===== src/rtl/pwm_multi_controller.sv =====
// pwm_multi_controller
//   Multi-channel PWM generator. One prescaled period counter (edge- or
//   center-aligned) is shared by CHANNELS compare lanes. Duty, period and
//   mode are double-buffered and only take effect at a period boundary.
// Ports:
//   clk, reset_n            system clock, async active-low reset
//   enable                  run when high; idle (and continuously reload) when low
//   prescale                counter ticks every prescale+1 clocks (live)
//   period, center_mode     shadowed period / alignment, applied at boundary
//   duty_wr/sel/data        duty shadow write port (sel >= CHANNELS ignored)
//   pwm_out                 registered outputs, one clock behind counter_out
//   counter_out             current period counter
//   period_start            one-clock pulse when counter_out shows 0 of a new period

// Per-channel duty shadow/active registers and registered compare.
module pwm_lane #(
    parameter int WIDTH = 8
) (
    input  logic             clk,
    input  logic             reset_n,
    input  logic             enable,
    input  logic             wr,
    input  logic             load,
    input  logic [WIDTH-1:0] data,
    input  logic [WIDTH-1:0] counter,
    output logic             pwm
);
    logic [WIDTH-1:0] shadow;
    logic [WIDTH-1:0] active;

    always_ff @(posedge clk or negedge reset_n) begin
        if (!reset_n) begin
            shadow <= '0;
            active <= '0;
            pwm    <= 1'b0;
        end else begin
            if (wr)   shadow <= data;
            // load sees the pre-write shadow, so a write landing on a
            // boundary waits one more period.
            if (load) active <= shadow;
            pwm <= enable && (active > counter);
        end
    end
endmodule

module pwm_multi_controller #(
    parameter int CHANNELS   = 4,
    parameter int WIDTH      = 8,
    parameter int PRESCALE_W = 8,
    parameter int SEL_W      = (CHANNELS > 1) ? $clog2(CHANNELS) : 1
) (
    input  logic                  clk,
    input  logic                  reset_n,
    input  logic                  enable,
    input  logic [PRESCALE_W-1:0] prescale,
    input  logic [WIDTH-1:0]      period,
    input  logic                  center_mode,
    input  logic                  duty_wr,
    input  logic [SEL_W-1:0]      duty_sel,
    input  logic [WIDTH-1:0]      duty_data,
    output logic [CHANNELS-1:0]   pwm_out,
    output logic [WIDTH-1:0]      counter_out,
    output logic                  period_start
);
    localparam logic [0:0] DIR_UP = 1'b0;
    localparam logic [0:0] DIR_DN = 1'b1;

    logic [PRESCALE_W-1:0] pre_cnt;
    logic [WIDTH-1:0]      counter;
    logic [0:0]            dir;
    logic [WIDTH-1:0]      period_act;
    logic                  mode_act;

    logic                  tick;
    logic                  boundary;
    logic [WIDTH-1:0]      next_cnt;
    logic [0:0]            next_dir;

    // Equality (not >=) so a lowered prescale wraps through 2^PRESCALE_W.
    assign tick = enable && (pre_cnt == prescale);

    always_comb begin
        next_cnt = counter;
        next_dir = dir;
        if (period_act == '0) begin
            next_cnt = '0;
        end else if (!mode_act) begin
            next_cnt = (counter >= period_act) ? '0 : counter + 1'b1;
        end else if (dir == DIR_UP) begin
            if (counter >= period_act) begin
                // Peak is shown for one tick only, then fold back down.
                next_cnt = period_act - 1'b1;
                next_dir = DIR_DN;
            end else begin
                next_cnt = counter + 1'b1;
            end
        end else begin
            next_cnt = (counter == '0) ? '0 : counter - 1'b1;
        end
    end

    // Every tick that lands the counter on 0 closes a period, in all modes.
    assign boundary = tick && (next_cnt == '0);

    always_ff @(posedge clk or negedge reset_n) begin
        if (!reset_n) begin
            pre_cnt      <= '0;
            counter      <= '0;
            dir          <= DIR_UP;
            period_start <= 1'b0;
            period_act   <= '1;
            mode_act     <= 1'b0;
        end else if (!enable) begin
            pre_cnt      <= '0;
            counter      <= '0;
            dir          <= DIR_UP;
            period_start <= 1'b0;
            period_act   <= period;
            mode_act     <= center_mode;
        end else begin
            pre_cnt      <= tick ? '0 : pre_cnt + 1'b1;
            period_start <= boundary;
            if (tick) begin
                counter <= next_cnt;
                dir     <= boundary ? DIR_UP : next_dir;
            end
            if (boundary) begin
                period_act <= period;
                mode_act   <= center_mode;
            end
        end
    end

    assign counter_out = counter;

    genvar i;
    generate
        for (i = 0; i < CHANNELS; i++) begin : g_lane
            pwm_lane #(.WIDTH(WIDTH)) u_lane (
                .clk     (clk),
                .reset_n (reset_n),
                .enable  (enable),
                .wr      (duty_wr && (duty_sel == SEL_W'(i))),
                .load    (boundary || !enable),
                .data    (duty_data),
                .counter (counter),
                .pwm     (pwm_out[i])
            );
        end
    endgenerate
endmodule

===== config.mk =====
export PLATFORM = sky130hd
export DESIGN_NAME = pwm_multi_controller
export DESIGN_NICKNAME = d
export VERILOG_FILES = /design/src/rtl/pwm_multi_controller.sv
export SDC_FILE = /design/constraint.sdc
export NUM_CORES = 1
export LEC_CHECK = 0
export CAP_MARGIN = 20
export CELL_PAD_IN_SITES_DETAIL_PLACEMENT = 0
export CELL_PAD_IN_SITES_GLOBAL_PLACEMENT = 1
export CORE_ASPECT_RATIO = 0.8
export CORE_MARGIN = 8
export CORE_UTILIZATION = 40
export CTS_CLUSTER_DIAMETER = 50
export DETAILED_ROUTE_END_ITERATION = 8
export DONT_BUFFER_PORTS = 1
export GPL_ROUTABILITY_DRIVEN = 0
export PLACE_DENSITY = 0.66
export SKIP_CTS_REPAIR_TIMING = 1
export SKIP_LAST_GASP = 1
export SLEW_MARGIN = 40
export SYNTH_ARGS = -nofsm -noshare
export SYNTH_HDL_FRONTEND = slang
export SYNTH_SLANG_ARGS = --single-unit
export TNS_END_PERCENT = 100

===== constraint.sdc =====
create_clock -name clk -period 3.9 [get_ports clk]
set_input_delay 1.17 -clock clk [delete_from_list [all_inputs] [get_ports clk]]
set_output_delay 1.17 -clock clk [all_outputs]
set_load 0.05 [all_outputs]

==> results of run 1 <==
==> final timing paths <==
check                                                       start                                     end  slack, ns  cells after the start
min in group asynchronous                                 reset_n                    pre_cnt[1]$_DFF_PN0_       0.51                      0
setup reg to reg                        period_act[0]$_DFFE_PN1P_  g_lane[3].u_lane.active[5]$_DFFE_PN0P_       0.48                      9
hold / removal             g_lane[1].u_lane.shadow[4]$_DFFE_PN0P_  g_lane[1].u_lane.active[4]$_DFFE_PN0P_       0.49                      1
hold reg to reg            g_lane[1].u_lane.shadow[4]$_DFFE_PN0P_  g_lane[1].u_lane.active[4]$_DFFE_PN0P_       0.49                      1
max in group asynchronous                                 reset_n               period_act[2]$_DFFE_PN1P_       3.19                      0
setup / recovery                        period_act[0]$_DFFE_PN1P_  g_lane[3].u_lane.active[5]$_DFFE_PN0P_       0.48                      9
==> critical path: stages (launching register included) <==
cell                        delay (ns)
sky130_fd_sc_hd__dfstp_2          0.59
sky130_fd_sc_hd__ha_1             0.24
sky130_fd_sc_hd__nand2b_1         0.13
sky130_fd_sc_hd__a2111oi_0        0.39
sky130_fd_sc_hd__o31a_1           0.46
sky130_fd_sc_hd__o21ai_0          0.16
sky130_fd_sc_hd__o21ai_0          0.50
sky130_fd_sc_hd__a41oi_4          0.22
sky130_fd_sc_hd__buf_12           0.26
sky130_fd_sc_hd__mux2_4           0.32
==> cell type report <==
type / instances / area (um2)
inverter: 26 / 97.59
fill: 1219 / 7413
tap: 180 / 225.2
timing repair buffer: 16 / 132.6
clock buffer: 10 / 229.0
multi-input combinational: 312 / 2855
sequential: 95 / 2387
clock inverter: 6 / 67.56
==> layer usage <==
layer	GRT usage	wire length, um	vias to the layer above
li1	-	-	1653
met1	0.1950	6033	1688
met2	0.2041	5047	55
met3	0.04854	643	8
met4	0.03532	104	0
met5	0	0	-
==> kinds of logic after synthesis <==
| kind of cell | synth area share |
|---|---|
| compound gates | 0.08424 |
| fa+ha+maj | 0.1059 |
| buf+inv | 0.03567 |
| flops | 0.4391 |
| xor+xnor | 0.04189 |
| mux | 0.1931 |
| simple gates | 0.1001 |
==> flip-flops by register name, indices dropped and copies added (netlist names) <==
name                  cells
g_lane.u_lane.shadow     32
dir                       1
period_act                8
counter_out               8
mode_act                  1
g_lane.u_lane.active     32
period_start              1
g_lane.u_lane.pwm         4
pre_cnt                   8
==> metrics by stage <==
| step | total power [mW] | instances | area, um2 | setup WS [ns] | hold WS [ns] |
|---|---|---|---|---|---|
| floorplan | 1.706 | 446 | 5436 | 0.07228 | 0.4740 |
| global placement | 1.784 | 629 | 5698 | 0.5554 | 0.4827 |
| detailed placement | 1.803 | 629 | 5698 | 0.5328 | 0.4871 |
| CTS | 2.713 | 645 | 5995 | 0.5059 | 0.4919 |
| global route | 2.827 | 645 | 5995 | 0.3064 | 0.4863 |
| finish | 2.674 | 645 | 5995 | 0.4801 | 0.4913 |
==> cell usage after synthesis (5+ instances only) <==
library cell	number
sky130_fd_sc_hd__mux2_4	39
sky130_fd_sc_hd__nor2b_1	6
sky130_fd_sc_hd__nand4_1	13
sky130_fd_sc_hd__o21ai_0	14
sky130_fd_sc_hd__xnor2_1	22
sky130_fd_sc_hd__nand3_1	11
sky130_fd_sc_hd__nand2_1	5
sky130_fd_sc_hd__a21o_1	11
sky130_fd_sc_hd__nand2b_1	5
sky130_fd_sc_hd__inv_1	26
sky130_fd_sc_hd__ha_1	46
sky130_fd_sc_hd__dfstp_2	8
sky130_fd_sc_hd__a21oi_1	16
sky130_fd_sc_hd__dfrtp_1	87
sky130_fd_sc_hd__mux2i_1	7
sky130_fd_sc_hd__mux2_2	35
sky130_fd_sc_hd__nor2_1	25
==> report_power, final <==
group	switching (mW)	internal [mW]
registers	0.144	1.16
clock network	0.388	0.501
logic	0.184	0.300
==> impl_results.md, run 1 <==
* Power density over the cells at 446.1 nW/um2
* Number of library cell types mapped by synthesis at between 50 and 60
* RSZ-0062 raised after global routing: false
* Dominant synthesized flop cell: sky130_fd_sc_hd__dfrtp_1
* Initial DRC Count at approximately 200
* Crit Path Max Fanout at 32
* Sum of negative setup slack at 0 ns
* Lkg Pwr at about 2.8 nW
* Number of nets in the finished design at 537
* Total DRC errors in the routed layout at 0
* Post-synthesis cell count at approximately 450
* Total congestion overflow after global routing at 0
* Worst ir drop on vdd at 0.2541 mV
* Vias in the first global route at approximately 3500
* Overall die area at about 18000 um2
* Average cell area after synthesis at between 10 and 15 um2
* Max Slew Vio Count at 0
* Clk pin slew, worst setup/hold paths at around 0.07 ns
* Ratio of final minimum period to clock period at 0.8769
* Number of enable flip-flop cells after synthesis at 0
* Area growth syn-to-layout at 10.26%
* Synth Cell Area at approximately 5400 um2
* Hpwl dp at between 8000 and 9000 um
* Antenna Violating Nets Remaining at 0
* Most used cells in the layout excluding fill and tap cells: sky130_fd_sc_hd__dfrtp_1 (87), sky130_fd_sc_hd__ha_1 (46), sky130_fd_sc_hd__mux2_4 (39)
* Core Footprint at 13410 um2
* Overall fraction of global-route tracks in use at 0.1402
* Library cell with the largest summed area after synthesis: sky130_fd_sc_hd__dfrtp_1
* Worst slew margin relative to its limit at 0.6001
* Die Span Y at about 120 um
* Number of antenna repair diodes at 0
* Critical path start-end classification: reg2reg
* Number of warnings printed during yosys synthesis at 0
* Routed vias at roughly 3400
* Die outline width at between 100 and 150 um
* Routed wire per std cell at 18.34 um
* Final hold viol count at 0
* Port Buf Inserts at 0
* Clock Skew at 0.01036 ns
* Clock tree from TritonCTS: done
* Syn nets at 523
* Async set-reset flop share out of synthesis at 1.000
* Data arrival time of the critical path at 3.65 ns
* Yosys reg bits at 95
* Number of optimization iterations in the first detailed-route pass at 4
* Result of the run: completed
* Clock latency on the worst-skew pair at 0.35 ns
* Final Core Density at 0.4471
* Cts bufs inserted at 9
* Number of vias per cell after detailed routing at roughly 5.3
* Total wire length after detailed routing at between 10000 and 15000 um
* Std cell rows at 38
* First-pass GRT wire length at approximately 19000 um
* Cells taking the most area after synthesis: sky130_fd_sc_hd__dfrtp_1 (40%), sky130_fd_sc_hd__mux2_4 (11%), sky130_fd_sc_hd__ha_1 (11%), sky130_fd_sc_hd__mux2_2 (7.2%), sky130_fd_sc_hd__dfstp_2 (3.9%)
* Final setup fails at 0
* Number of ports placed on the die boundary at 44
* Number of sinks driven by the clock tree at between 90 and 100
* Cell chosen for the clock root: sky130_fd_sc_hd__clkbuf_16
* Number of antenna violations at the first check in global routing at 0
* Deepest clock path buffer count at 2
* WP data required at roughly 4.1 ns
* Post-synth top area share at 0.4005
* Class of the worst hold path: reg2reg
* Starting density of the core at 0.4055
* Number of maximum-capacitance constraint violations at 0
* Peak Freq at roughly 0.29 GHz
* Category of the worst setup path launch point: flip-flop
* Maximum number of pins on one net before global-route repair at 96
* Max H-tree Level at 3
* Portion of the post-synthesis area used by sequential elements at 0.4391
* Post-layout min period at between 3 and 4 ns
* Layout cells sized above 1 at 0.2645
* Worst setup EP type: flip-flop
* Worst slew pin tran at slightly below 0.6 ns
* Most common library cell in the layout ignoring fill and taps: sky130_fd_sc_hd__dfrtp_1
(Power assumes the default switching activity.)
==> inputs of run 2 (changes only) <==
==> constraint.sdc (replaced) <==
create_clock -name clk -period 4.42 [get_ports clk]
set_input_delay 1.326 -clock clk [delete_from_list [all_inputs] [get_ports clk]]
set_output_delay 1.326 -clock clk [all_outputs]
set_load 0.05 [all_outputs]
==> impl_results.md, run 2 (synthesized netlist as in run 1, its figures left out) <==
* Result of the run: completed
* Most common library cell in the layout ignoring fill and taps: sky130_fd_sc_hd__dfrtp_1
* Std cell rows at 38 (unchanged)
* Post-layout min period at 3.630 ns (+0.2105 ns)
* Deepest clock path buffer count at 2 (unchanged)
* RSZ-0062 raised after global routing: false
* Class of the worst hold path: reg2reg
* Port Buf Inserts at 0 (unchanged)
* Lkg Pwr at 2.764 nW (+0.18%)
* Crit Path Max Fanout at 20 (-38%)
* Cell-by-cell trace of the critical path: inv_1 -> ha_1 -> nand2b_1 -> a2111oi_0 -> o31a_1 -> mux2i_1 -> nand4b_1 -> nor3_2 -> a41oi_4 -> buf_4 -> mux2_4
* Total wire length after detailed routing at 11850 um (+0.15%)
* Critical path's slowest cell: sky130_fd_sc_hd__o31a_1
* Cell internal power dissipation at 1.843 mW (-5.8%)
* Cts bufs inserted at 9 (unchanged)
* Max Slew Vio Count at 0 (unchanged)
* Critical R2R Capture: g_lane[1].u_lane.active[4]$_DFFE_PN0P_
* Clock power frac at 0.364 (+0.032)
* Number of optimization iterations in the first detailed-route pass at 4 (unchanged)
* Worst setup EP type: flip-flop
* Total congestion overflow after global routing at 0 (unchanged)
* Worst Setup Slack, final at 0.7896 ns (+0.3095 ns)
* WHS at 0.5025 ns (+0.01122 ns)
* Number of nets in the finished design at 533 (-0.74%)
* Clock tree from TritonCTS: done
* Biggest cell delay along the critical path at 0.52 ns (-0.07 ns)
* Overall die area at 17600 um2 (unchanged)
* Number of vias per cell after detailed routing at 5.164 (-2.2%)
* Critical path start-end classification: reg2reg
* Antenna Violating Nets Remaining at 0 (unchanged)
* Final Core Density at 0.4476 (+0.0004670)
* Hpwl dp at 8754 um (-0.18%)
* Cell chosen for the clock root: sky130_fd_sc_hd__clkbuf_16
* Cell count of the worst hold path at 1 (unchanged)
* Most used cells in the layout excluding fill and tap cells: sky130_fd_sc_hd__dfrtp_1 (87), sky130_fd_sc_hd__ha_1 (46), sky130_fd_sc_hd__mux2_4 (39)
* Number of maximum-capacitance constraint violations at 0 (unchanged)
* Category of the worst setup path launch point: flip-flop
* Worst R2R Start: counter_out[0]$_DFFE_PN0P_
* Largest delay contributor family on the critical path: compound AO/OA/AOI/OAI gates
* Final non-filler cell total at 641 (-0.62%)
* Max H-tree Level at 3 (unchanged)
* Share of total power in sequential cells at 0.463 (-0.023)
* Final setup fails at 0 (unchanged)
* Sum of negative setup slack at 0 ns (unchanged)
* Starting density of the core at 0.4055 (unchanged)
* Worst slew margin relative to its limit at 0.4726 (-0.1276)
* Worst ir drop on vdd at 0.3053 mV (+20%)
* Number of ports placed on the die boundary at 44 (unchanged)
* Timing startpoint of the critical path: counter_out[0]$_DFFE_PN0P_
* Clock Skew at 0.006761 ns (-0.003603 ns)
* Routed wire per std cell at 18.48 um (+0.78%)
* Worst hold path startpoint: g_lane[1].u_lane.shadow[7]$_DFFE_PN0P_
* Ratio of final minimum period to clock period at 0.8214 (-0.05553)
* Total chip power at 2.482 mW (-7.2%)
* Net Sw Power at 0.6399 mW (-11%)
* Total cell area at the placement stage at 5655 um2 (-0.75%)
* Layout cells sized above 1 at 0.2581 (-0.006382)
* Regs by FF count: g_lane.u_lane.active x32, g_lane.u_lane.shadow x32
* Initial DRC Count at 201 (+1.0%)
* Path depth of the worst reg2reg path at 11 (+2)
* Clk pin slew, worst setup/hold paths at 0.07 ns (about the same)
* Total DRC errors in the routed layout at 0 (unchanged)
* Overall fraction of global-route tracks in use at 0.1409 (+0.0006910)
* Reg2reg setup slack at 0.79 ns (+0.31 ns)
* Routed vias at 3310 (-2.8%)
* Data arrival time of the critical path at 3.87 ns (+0.22 ns)
* Die Span Y at 120.3 um (unchanged)
* Worst slew pin tran at 0.7911 ns (+0.1976 ns)
* WP data required at 4.66 ns (+0.53 ns)
* Maximum number of pins on one net before global-route repair at 96 (unchanged)
* Total non-filler cell area in the finished layout at 6001 um2 (+0.10%)
* Power density over the cells at 413.7 nW/um2 (-7.3%)
* Switching power as a share of total power at 0.2578 (-0.01039)
* Vias in the first global route at 3485 (+0.11%)
* Peak Freq at 0.2755 GHz (-5.8%)
* Number of antenna repair diodes at 0 (unchanged)
* Final hold viol count at 0 (unchanged)
* Number of sinks driven by the clock tree at 95 (unchanged)
* Core Footprint at 13410 um2 (unchanged)
* Number of antenna violations at the first check in global routing at 0 (unchanged)
* CP bufs+invs at 2 (+1)
* Area growth syn-to-layout at 10.38%
* Comb power frac at 0.173 (-0.008)
* Worst Setup Slack post-DPL at 0.8326 ns (+0.2999 ns)
* End point of the most critical hold path: g_lane[1].u_lane.active[7]$_DFFE_PN0P_
* Die outline width at 146.3 um (unchanged)
* DP Cell Count at 625 (-0.64%)
* First-pass GRT wire length at 19350 um (+1.1%)
* Clock latency on the worst-skew pair at 0.35 ns (about the same)
run 2: metal layers:
layer / GRT usage / part of all wire / vias up
li1: - / - / 1631
met1: 0.1924 / 0.49 / 1594
met2: 0.2058 / 0.42 / 76
met3: 0.05153 / 0.077 / 9
met4: 0.03918 / 0.010 / 0
met5: 0 / 0 / -
run 2: worst max path at each step:
stage,endpoint,slack (ns),depth (start not counted)
floorplan,g_lane[0].u_lane.active[2]$_DFFE_PN0P_,0.59,12
global placement,g_lane[2].u_lane.active[4]$_DFFE_PN0P_,0.91,9
detailed placement,g_lane[1].u_lane.active[4]$_DFFE_PN0P_,0.83,11
CTS,g_lane[1].u_lane.active[4]$_DFFE_PN0P_,0.81,11
global route,g_lane[3].u_lane.active[6]$_DFFE_PN0P_,0.58,11
finish,g_lane[1].u_lane.active[4]$_DFFE_PN0P_,0.79,11
run 2: area by class of cell:
type | instances | area (um2)
Inverter | 26 | 97.59
Sequential cell | 95 | 2387
Fill cell | 1252 | 7407
Tap cell | 180 | 225.2
Multi-Input combinational cell | 312 | 2855
Timing Repair Buffer | 12 | 90.09
Clock buffer | 10 | 229.0
Clock inverter | 6 | 116.4
run 2: power by group through the flow:
stage,Combinational (mW),Clock [mW],Sequential [mW]
floorplan,0.409,0,1.10
global placement,0.417,0,1.16
detailed placement,0.432,0,1.16
CTS,0.433,0.935,1.15
global route,0.484,0.964,1.17
finish,0.430,0.903,1.15
==> inputs of run 3 (changes only) <==
==> constraint.sdc (replaced) <==
create_clock -name clk -period 3.35 [get_ports clk]
set_input_delay 1.005 -clock clk [delete_from_list [all_inputs] [get_ports clk]]
set_output_delay 1.005 -clock clk [all_outputs]
set_load 0.05 [all_outputs]
==> impl_results.md, run 3 (synthesized netlist as in run 1, its figures left out) <==
* Overall die area at 17600 um2 (unchanged)
* Timing startpoint of the critical path: period_act[7]$_DFFE_PN1P_
* Reg2reg setup slack at 0.04 ns (-0.75 ns)
* Total DRC errors in the routed layout at 0 (unchanged)
* Worst Setup Slack, final at 0.03829 ns (-0.7513 ns)
* Class of the worst hold path: in2async
* Total of fill cells in the finished design at 1225 (-2.2%)
* First-pass GRT wire length at 20050 um (+3.6%)
* Cell depth of the worst setup path at 11 (unchanged)
* Post-layout min period at 3.312 ns (-0.3187 ns)
* Max H-tree Level at 3 (unchanged)
* Worst slew pin tran at 0.5420 ns (-0.2492 ns)
* Clock Skew at 0.01046 ns (+0.003703 ns)
* Peak Freq at 0.3020 GHz (+9.6%)
* Total congestion overflow after global routing at 0 (unchanged)
* Routed wire length on met3 at 653 um (-29%)
* Total wire length after detailed routing at 12720 um (+7.3%)
* Cell internal power dissipation at 2.339 mW (+27%)
* Lkg Pwr at 2.908 nW (+5.2%)
* Cell chosen for the clock root: sky130_fd_sc_hd__clkbuf_16
* Result of the run: completed
* Data arrival time of the critical path at 3.54 ns (-0.33 ns)
* Critical R2R Capture: g_lane[0].u_lane.active[1]$_DFFE_PN0P_
* Std cell rows at 38 (unchanged)
* Worst ir drop on vdd at 0.3893 mV (+27%)
* Capturing element of the worst setup path: g_lane[0].u_lane.active[1]$_DFFE_PN0P_
* Die Span Y at 120.3 um (unchanged)
* CP bufs+invs at 2 (unchanged)
* Clock latency on the worst-skew pair at 0.35 ns (about the same)
* Number of optimization iterations in the first detailed-route pass at 4 (unchanged)
* Highest Signal Layer: met4
* Worst setup EP type: flip-flop
* Worst Setup Slack post-DPL at 0.07054 ns (-0.7621 ns)
* Total chip power at 3.200 mW (+29%)
* Critical path's slowest cell: sky130_fd_sc_hd__dfstp_2
* Number of maximum-capacitance constraint violations at 0 (unchanged)
* Die outline width at 146.3 um (unchanged)
* Switching power as a share of total power at 0.2691 (+0.01129)
* Initial DRC Count at 169 (-16%)
* Share of total power in sequential cells at 0.471 (+0.008)
* Number of nets in the finished design at 558 (+4.7%)
* Worst R2R Start: period_act[7]$_DFFE_PN1P_
* Most common library cell in the layout ignoring fill and taps: sky130_fd_sc_hd__dfrtp_1
* Core Footprint at 13410 um2 (unchanged)
* Clk pin slew, worst setup/hold paths at 0.06 ns (about the same)
* WHS at 0.3500 ns (-0.1525 ns)
* Antenna Violating Nets Remaining at 0 (unchanged)
* Final setup fails at 0 (unchanged)
* Regs by FF count: g_lane.u_lane.active x32, g_lane.u_lane.shadow x32
* Largest delay contributor family on the critical path: compound AO/OA/AOI/OAI gates
* Cell-by-cell trace of the critical path: inv_2 -> ha_4 -> a41o_1 -> a21oi_2 -> o31a_1 -> nor3_2 -> a311o_1 -> nor3_4 -> a41oi_4 -> clkbuf_16 -> mux2_4
* RSZ-0062 raised after global routing: true
* M1 wire length at 6428 um (+11%)
* Power density over the cells at 502.6 nW/um2 (+21%)
* Final Core Density at 0.4748 (+0.02725)
* Worst slew margin relative to its limit at 0.6363 (+0.1637)
* Path depth of the worst reg2reg path at 11 (unchanged)
* Met2 wirelength from detailed routing at 5489 um (+9.8%)
* Clock tree from TritonCTS: done
* Biggest cell delay along the critical path at 0.55 ns (+0.03 ns)
* Deepest clock path buffer count at 2 (unchanged)
* Category of the worst setup path launch point: flip-flop
* Number of antenna repair diodes at 0 (unchanged)
* Most used cells in the layout excluding fill and tap cells: sky130_fd_sc_hd__dfrtp_1 (85), sky130_fd_sc_hd__mux2_4 (41), sky130_fd_sc_hd__ha_1 (40)
* Max Slew Vio Count at 0 (unchanged)
* Routed wire per std cell at 19.09 um (+3.3%)
* Vias in the first global route at 3626 (+4.0%)
* Comb power frac at 0.196 (+0.023)
* Area growth syn-to-layout at 17.10%
* Layout cells sized above 1 at 0.3354 (+0.07726)
* Hpwl dp at 9020 um (+3.0%)
* Cts bufs inserted at 9 (unchanged)
* Overall fraction of global-route tracks in use at 0.1442 (+0.003355)
* Number of ports placed on the die boundary at 44 (unchanged)
* Port Buf Inserts at 0 (unchanged)
* Critical path start-end classification: reg2reg
* Routed vias at 3533 (+6.7%)
* Starting density of the core at 0.4055 (unchanged)
* Sum of negative setup slack at 0 ns (unchanged)
* Clock power frac at 0.333 (-0.031)
* Crit Path Max Fanout at 8 (-60%)
* Number of sinks driven by the clock tree at 95 (unchanged)
* WP data required at 3.58 ns (-1.08 ns)
* Number of vias per cell after detailed routing at 5.305 (+2.7%)
* Number of antenna violations at the first check in global routing at 0 (unchanged)
* Net Sw Power at 0.8609 mW (+35%)
* Final hold viol count at 0 (unchanged)
* Maximum number of pins on one net before global-route repair at 96 (unchanged)
* Ratio of final minimum period to clock period at 0.9886 (+0.1672)
## run 3: changes by cell type in the layout (fill, tap and decap cells not counted), sizes merged
cell      previous run  this run
buf                 12        35
clkbuf              10        13
bufinv               3         1
clkinv               1         0
clkinvlp             0         1
inv                 28        29
## run 3: worst register-to-register path: cells and delay by family, from the launching register on
kind	cells	cell delay [ns]
fa+ha+maj	1	0.23
compound gates	5	1.37
mux	1	0.30
simple gates	2	0.40
flops	1	0.55
buf+inv	2	0.35
## run 3: power groups by stage
stage          registers, mW  clock network [mW]  logic (mW)
6_report                1.51                1.06       0.627
5_1_grt                 1.53                1.15       0.710
4_1_cts                 1.51                1.10       0.585
3_5_place_dp            1.53                   0       0.583
3_3_place_gp            1.52                   0       0.559
2_1_floorplan           1.45                   0       0.539
## run 3: layer usage
metal  track usage  vias up
met3       0.04705       10
met5             0        -
met1        0.2013     1774
met2        0.2087       60
li1              -     1689
met4       0.04239        0
## run 3: how the worst min path moves through the flow
stage | startpoint | endpoint | slack, ns
3_3_place_gp | g_lane[1].u_lane.shadow[7]$_DFFE_PN0P_ | g_lane[1].u_lane.active[7]$_DFFE_PN0P_ | 0.48
2_1_floorplan | pre_cnt[0]$_DFF_PN0_ | pre_cnt[0]$_DFF_PN0_ | 0.47
4_1_cts | reset_n | counter_out[0]$_DFFE_PN0P_ | 0.33
6_report | reset_n | pre_cnt[1]$_DFF_PN0_ | 0.35
3_5_place_dp | g_lane[3].u_lane.shadow[7]$_DFFE_PN0P_ | g_lane[3].u_lane.active[7]$_DFFE_PN0P_ | 0.49
5_1_grt | reset_n | counter_out[0]$_DFFE_PN0P_ | 0.33
## run 3: cell type report
cell class | instances | area (um2) | share of cell area
clock buffer | 11 | 242.7 | 0.03813
timing repair buffer | 37 | 356.6 | 0.05601
tap | 180 | 225.2 | 0.03538
inverter | 26 | 100.1 | 0.01572
multi-input combinational | 312 | 2985 | 0.4689
sequential | 95 | 2392 | 0.3758
clock inverter | 5 | 63.81 | 0.01002
## run 3: stage by stage
stage,std cells,area [um2]
2_1_floorplan,446,5441
3_3_place_gp,637,5762
3_5_place_dp,637,5762
4_1_cts,653,6068
5_1_grt,666,6366
6_report,666,6366
